<file path="src/rtl/reg_dump_pkg.sv">
// Types shared by the register-dump unit: the dump sequencer's state encoding.
package reg_dump_pkg;

    typedef enum logic [1:0] {
        IDLE,
        FETCH,
        SEND,
        FIN
    } dump_state_t;

endpackage

</file>
<file path="src/rtl/reg_dump_unit.sv">
// Walks every register address through a combinational read port and streams the
// values out over valid/ready with address and last tags, summing them into a checksum.
module reg_dump_unit
    import reg_dump_pkg::*;
#(
    parameter int W = 8,
    parameter int D = 4
) (
    input  logic         Clk,
    input  logic         Reset,
    input  logic         Start,
    output logic [D-1:0] RaddrOut,
    input  logic [W-1:0] RdataIn,
    output logic [W-1:0] OutData,
    output logic [D-1:0] OutAddr,
    output logic         OutLast,
    output logic         OutValid,
    input  logic         OutReady,
    output logic         Busy,
    output logic         Done,
    output logic [W-1:0] Checksum
);

    localparam logic [D-1:0] LAST_ADDR = '1;

    dump_state_t  state;
    dump_state_t  next_state;
    logic [D-1:0] addr;
    logic         handshake;

    assign handshake = OutValid && OutReady;

    // The walk pointer only moves at Start and at accepted handshakes, so it already
    // holds its value outside FETCH and can drive the read port directly.
    assign RaddrOut = addr;
    assign Busy     = (state != IDLE);
    assign Done     = (state == FIN);

    // NOTE: sequential state uses non-blocking assignments so every register samples
    // pre-edge values; blocking here would create order-dependent simulation races.
    always_ff @(posedge Clk) begin
        if (Reset) begin
            state <= IDLE;
        end else begin
            state <= next_state;
        end
    end

    // NOTE: next_state gets a default before the case so no path leaves it unassigned,
    // which would otherwise infer a latch.
    always_comb begin
        next_state = state;
        unique case (state)
            IDLE:    if (Start) next_state = FETCH;
            FETCH:   next_state = SEND;
            SEND:    if (handshake) next_state = OutLast ? FIN : FETCH;
            FIN:     next_state = IDLE;
            default: next_state = IDLE;
        endcase
    end

    always_ff @(posedge Clk) begin
        if (Reset) begin
            addr     <= '0;
            OutData  <= '0;
            OutAddr  <= '0;
            OutLast  <= 1'b0;
            OutValid <= 1'b0;
            Checksum <= '0;
        end else begin
            unique case (state)
                IDLE: begin
                    if (Start) begin
                        addr     <= '0;
                        Checksum <= '0;
                    end
                end
                FETCH: begin
                    OutData  <= RdataIn;
                    OutAddr  <= addr;
                    OutLast  <= (addr == LAST_ADDR);
                    OutValid <= 1'b1;
                end
                SEND: begin
                    if (handshake) begin
                        OutValid <= 1'b0;
                        Checksum <= Checksum + OutData;
                        // The last word exits to FIN, so the pointer never wraps.
                        if (!OutLast) addr <= addr + 1'b1;
                    end
                end
                default: ;
            endcase
        end
    end

endmodule
</file>
<file path="config.mk">
export PLATFORM = sky130hd
export DESIGN_NAME = reg_dump_unit
export DESIGN_NICKNAME = d
export VERILOG_FILES = /design/src/rtl/reg_dump_pkg.sv /design/src/rtl/reg_dump_unit.sv
export SDC_FILE = /design/constraint.sdc
export NUM_CORES = 1
export LEC_CHECK = 0
export BUFFER_PORTS_ARGS = -buffer_cell sky130_fd_sc_hd__buf_2
export CAP_MARGIN = 40
export CORE_ASPECT_RATIO = 2
export CORE_UTILIZATION = 35
export CTS_CLUSTER_SIZE = 20
export DETAILED_ROUTE_END_ITERATION = 16
export SLEW_MARGIN = 15
export SYNTH_ARGS = -nofsm -noshare
export SYNTH_HDL_FRONTEND = slang
export SYNTH_SLANG_ARGS = --single-unit
</file>
<file path="constraint.sdc">
create_clock -name Clk -period 1.8 [get_ports Clk]
set_input_delay 0.09 -clock Clk [delete_from_list [all_inputs] [get_ports Clk]]
set_output_delay 0.09 -clock Clk [all_outputs]
set_load 0.05 [all_outputs]
</file>
==> metrics.txt, run 1 <==
TritonCTS Buffers 3; hold crit path type in -> reg; clock skew approximately 2.1 ps; I/O Buffers 39; core area roughly 0.0038 mm²; ANT nets after route 0; final net count between 200 and 250; Crit. End Element flip-flop; largest net degree at the start of global routing 30; Pwr Total roughly 0.0013 W; max_cap viols 0; #FFs+latches synth 28; Critical Path Max Stage Delay roughly 370 ps; DR WL/cell 13.1 µm; Tot GR Track Use around 17%; CP Data Arrival Time roughly 2000 ps; Synth area leaders dfxtp_1 (40%), nand2_1 (8.0%), a21oi_1 (7.1%); Tcrit/Tclk final approximately 97%; layout cell share with drive strength beyond 1 roughly two fifths; Slew Viols, Final 0; I/O Pins 40; final wirelength 3390 µm; Root Buffer clkbuf_8; post-synthesis cell type count 35; P per Cell Area roughly 710 mW/mm²; Cells after Synth 163; Worst Path Buf+Inv 0; final hold viol count 0; Clock transition at path regs roughly 100 ps; Ys Warns 0; Setup TNS 0 ps; Worst Path Required between 2000 and 2500 ps; Seq/Total Area, Yosys 40.0%; CTS Hold Buffers Added 0; most common cell in the netlist nand2_1; final instance area between 0.0015 and 0.002 mm²; FF-to-FF Start OutData[5]$_SDFFE_PP0P_; drt drc 0; Std-Cell Rows 32; Syn Nets between 150 and 200; reg2reg setup slack 60 ps; WS Path Type reg -> reg; Post-synth top flop dfxtp_1; H-tree Lvls 1; GP Congestion 0.802; worst setup path startpoint OutData[5]$_SDFFE_PP0P_; CTS max path bufs 2; Initial Util approximately 36%; dpl cell area roughly 0.0017 mm²; worst hold start RdataIn[3]; status finished, final reports clean; TritonCTS clock tree yes; Fin Hold WS about 35 ps; diode count 0; P_leak approximately 0.8 nW; first-pass GRT wire length between 5000 and 6000 µm; EDFF count, synth 0; actual slew at the worst max-slew pin ~550 ps; initial antenna violation count 0; startpoint types flip-flop; Slew headroom between 60% and 70%; most frequent cells after synthesis nand2_1 (30), dfxtp_1 (28), a21oi_1 (20); critical path peak fanout 4; GRT overflow 0; ys async rst share 0%; worst skew pair latency 270 ps; DR iter-0 viols 24; top cell type by total area after synthesis dfxtp_1; Yosys top cell area share 40.0%; Final Critical Period 1740 ps; die area roughly 0.0043 mm²; Vias/cell ~5.0; vias in the first global route between 1000 and 1500; Avg Inst Size Synth around 8.6 µm²; drt pass-1 iters 4; Peak Freq 574 MHz; DIE HEIGHT 91.4 µm; family with the most delay on the worst path compound AO/OA/AOI/OAI gates; Worst IR Drop VDD between 0.4 and 0.5 mV; Synth-to-Final Area Change 31.8%; Slowest cell on crit path dfxtp_4; DPL Wire Length approximately 2600 µm; Post-Syn Area 0.00140 mm²; routed via count 1285; clk sink count 28; Die Wd 46.7 µm; worst-path cell chain ha_4 -> a21oi_2 -> a21oi_1 -> a211o_1 -> or3_1 -> a31oi_1; Final Setup Violations 0
## worst min-delay path, delay by kind of cell
family                 cells  cell delay [ps]
buffers and inverters      1               90
AO/OA/AOI/OAI              1               50
AND/OR/NAND/NOR            1               40
## logic make-up after synthesis
group | count (synthesis) | share of synthesized area (%)
buffers and inverters | 11 | 3.57
DFF | 28 | 40.0
adders and majority gates | 9 | 8.58
xor gates and xnor gates | 7 | 4.38
muxes | 2 | 1.43
and+or+nand+nor | 63 | 22.0
AOI/OAI and AO/OA | 43 | 20.0
## stage by stage
stage	std cells	setup WS, ps	util, %
2_1_floorplan	163	0.631	-
3_3_place_gp	253	18.2	44.6
3_5_place_dp	253	-55.4	44.6
4_1_cts	258	24.4	47.0
5_1_grt	258	-12.7	48.0
6_report	258	59.0	48.0
## flip-flops by register name, indices dropped and copies added, names as in the netlist
signal / count
Checksum: 8
OutData: 8
OutAddr: 4
RaddrOut: 4
state: 2
OutLast: 1
OutValid: 1
## placed cells by master, fill, tap and decap left out, types with 4 or more instances in the layout
cell | synthesis | routed
a21oi_1 | 20 | 19
a22oi_1 | 4 | 4
buf_2 | 1 | 39
buf_4 | 0 | 9
dfxtp_1 | 28 | 13
dfxtp_2 | 0 | 11
dfxtp_4 | 0 | 4
ha_1 | 8 | 4
nand2_1 | 30 | 30
nor2_1 | 11 | 11
o21ai_1 | 6 | 5
xnor2_1 | 4 | 4
## power breakdown
group / switching, W / internal (W)
Sequential: 0.0000233 / 0.000632
Clock: 0.000200 / 0.000242
Combinational: 0.000137 / 0.0000705
Total: 0.000360 / 0.000945
## final cells by class
type	count	area (µm²)
timing repair buffer	48	263
fill	408	2000
multi-input combinational	124	852
clock buffer	4	66.3
tap	51	63.8
inverter	3	11.3
sequential	28	589
## metal layers
layer  global-route usage, %  part of all wire, %  up-vias
met5                       0                    0        -
met4                    6.19                  1.2        0
met3                    1.79                  2.6        4
met2                    29.4                   54       26
met1                    21.8                   42      605
li1                        -                    -      650
## repair_timing
| item | 4_1_cts | 5_1_grt |
|---|---|---|
| cloned | 0 | 0 |
| buffers inserted | 1 | 0 |
| resized for setup | 2 | 5 |
| setup endpoints to repair | 1 | 3 |
| endpoints found under the hold margin | 0 | 0 |
| pin swaps | 1 | 1 |
## worst paths after layout
check,endpoint,cells past startpoint
max reg2reg,Checksum[7]$_SDFFE_PP0P_,6
max,Checksum[7]$_SDFFE_PP0P_,6
min,OutData[3]$_SDFFE_PP0P_,3
min reg2reg,OutAddr[2]$_SDFFE_PP0P_,2
Note: power is estimated with default switching activity, not from simulation.
==> run 2: changes to the inputs <==
--- a/config.mk
+++ b/config.mk
@@ -8,9 +8,11 @@
 export BUFFER_PORTS_ARGS = -buffer_cell sky130_fd_sc_hd__buf_2
 export CAP_MARGIN = 40
 export CORE_ASPECT_RATIO = 2
-export CORE_UTILIZATION = 35
+export CORE_UTILIZATION = 53
+export CTS_BUF_LIST = sky130_fd_sc_hd__clkbuf_4
 export CTS_CLUSTER_SIZE = 20
 export DETAILED_ROUTE_END_ITERATION = 16
+export PLACE_DENSITY = 0.81
 export SLEW_MARGIN = 15
 export SYNTH_ARGS = -nofsm -noshare
 export SYNTH_HDL_FRONTEND = slang
==> constraint.sdc (replaced) <==
create_clock -name Clk -period 1.7 [get_ports Clk]
set_input_delay 0.085 -clock Clk [delete_from_list [all_inputs] [get_ports Clk]]
set_output_delay 0.085 -clock Clk [all_outputs]
set_load 0.05 [all_outputs]
==> metrics.txt, run 2 (same netlist as run 1, synthesis figures left out) <==
final hold viol count 0; Setup TNS 0 ps; WS Path Type reg -> reg; Critical Path Max Stage Delay about 360 ps; TritonCTS clock tree yes; Slew headroom between 50% and 60%; critical path peak fanout 3; Worst IR Drop VDD ~0.56 mV; actual slew at the worst max-slew pin 602 ps; reg2reg setup slack about 7.8 ps; TritonCTS Buffers 3; dpl ws -127 ps; Slew Viols, Final 0; Root Buffer clkbuf_4; Synth-to-Final Area Change 45.2%; Die Wd roughly 38 µm; most common cell after layout, fill and taps aside buf_2; I/O Pins 40; Crit. End Element flip-flop; final instance area approximately 0.002 mm²; Clock transition at path regs roughly 150 ps; DR WL/cell 15.0 µm; vias in the first global route ~1400; Tot GR Track Use 29.3%; Peak Freq about 600 MHz; startpoint types flip-flop; final wirelength just under 4000 µm; largest net degree at the start of global routing 30; die area about 0.0029 mm²; routed via count about 1500; H-tree Lvls 1; diode count 0; reg2reg end Checksum[7]$_SDFFE_PP0P_; max_cap viols 0; final net count around 250; DIE HEIGHT ~75 µm; Slowest cell on crit path dfxtp_2; clock skew around 1.2 ps; drt pass-1 iters 5; worst skew pair latency 330 ps; r2r worst-path depth 7; status finished, final reports clean; worst setup margin ~7.8 ps; Std-Cell Rows 26; DR iter-0 viols 62; Final Non-Filler Cells ~260; P per Cell Area a little under 700 mW/mm²; worst setup path startpoint Checksum[2]$_SDFFE_PP0P_; Vias/cell about 5.6; CP Data Arrival Time around 2000 ps; Worst Path Buf+Inv 1; ANT nets after route 0; hold crit path type in -> reg; RSZ-0062 raised after global routing yes; CTS max path bufs 2; dpl cells 242; first-pass GRT wire length ~6000 µm; P_leak around 0.89 nW; dpl cell area around 0.0018 mm²; top flop regs Checksum (8), OutData (8); commonest cells after routing, fill and taps aside buf_2 (39), nand2_1 (30), buf_4 (22); Critical Path Stages 7; Initial Util ~55%; GP Congestion ~0.73; drt drc 0; Final Setup Violations 0; I/O Buffers 39; GRT overflow 0; family with the most delay on the worst path compound AO/OA/AOI/OAI gates; Tcrit/Tclk final 99.5%; core area around 0.0025 mm²; Final Critical Period around 1700 ps; CP Capture Point Checksum[7]$_SDFFE_PP0P_; FF-to-FF Start Checksum[2]$_SDFFE_PP0P_; Worst Path Required 1970 ps; clk sink count 28; DPL Wire Length approximately 2700 µm; layout cell share with drive strength beyond 1 a little over two fifths; initial antenna violation count 0; worst-path cell chain ha_1 -> buf_4 -> o21ai_1 -> nor3_2 -> mux2i_1 -> or3_1 -> a31oi_1
[run 2: cell type report]
cell class	instances	area, µm²
multi-input combinational	124	878
clock inverter	1	30.0
timing repair buffer	71	462
fill	167	504
clock buffer	3	22.5
inverter	3	11.3
tap	28	35.0
sequential	28	594
[run 2: metal layers]
| layer | vias to the layer above | wire length [µm] | track usage (%) |
|---|---|---|---|
| li1 | 697 | - | - |
| met4 | 0 | 141 | 16.1 |
| met2 | 39 | 2200 | 56.7 |
| met1 | 705 | 1410 | 27.9 |
| met5 | - | 0 | 0 |
| met3 | 15 | 112 | 2.95 |
[run 2: worst min path at each step]
stage,startpoint,end,depth (start not counted)
after floorplan,Start,RaddrOut[3]$_SDFFE_PP0P_,1
after global placement,RdataIn[0],OutData[0]$_SDFFE_PP0P_,3
after detailed placement,RdataIn[4],OutData[4]$_SDFFE_PP0P_,3
after CTS,OutReady,OutValid$_SDFFE_PP0P_,4
after global routing,OutReady,OutValid$_SDFFE_PP0P_,4
final,OutReady,OutValid$_SDFFE_PP0P_,4
[run 2: report_power, final]
group | switching [W] | total, W | internal (W)
sequential | 0.0000222 | 0.000690 | 0.000668
combinational | 0.000160 | 0.000263 | 0.000103
clock | 0.000199 | 0.000438 | 0.000239
total | 0.000381 | 0.00139 | 0.00101
[run 2: what timing repair did]
action,4_1_cts,5_1_grt
hold buffers,9,0
pin swaps,10,6
buffers inserted,1,2
endpoints found under the setup margin,3,5
endpoints found under the hold margin,10,0
gates resized for setup,5,4
[run 2: tightest hold or removal path, cell delays in order]
cell,delay [ps]
buf_2,100
inv_1,40
o21ai_1,120
a211oi_1,70
[run 2: metrics by stage]
step                      total power, W  hold WS [ps]  utilization (%)
final                            0.00139           103             80.1
after global routing             0.00145           120             80.1
after CTS                        0.00138          99.3             78.0
after detailed placement        0.000931           328             70.3
after global placement          0.000925           319             70.3
after floorplan                 0.000860           178                -
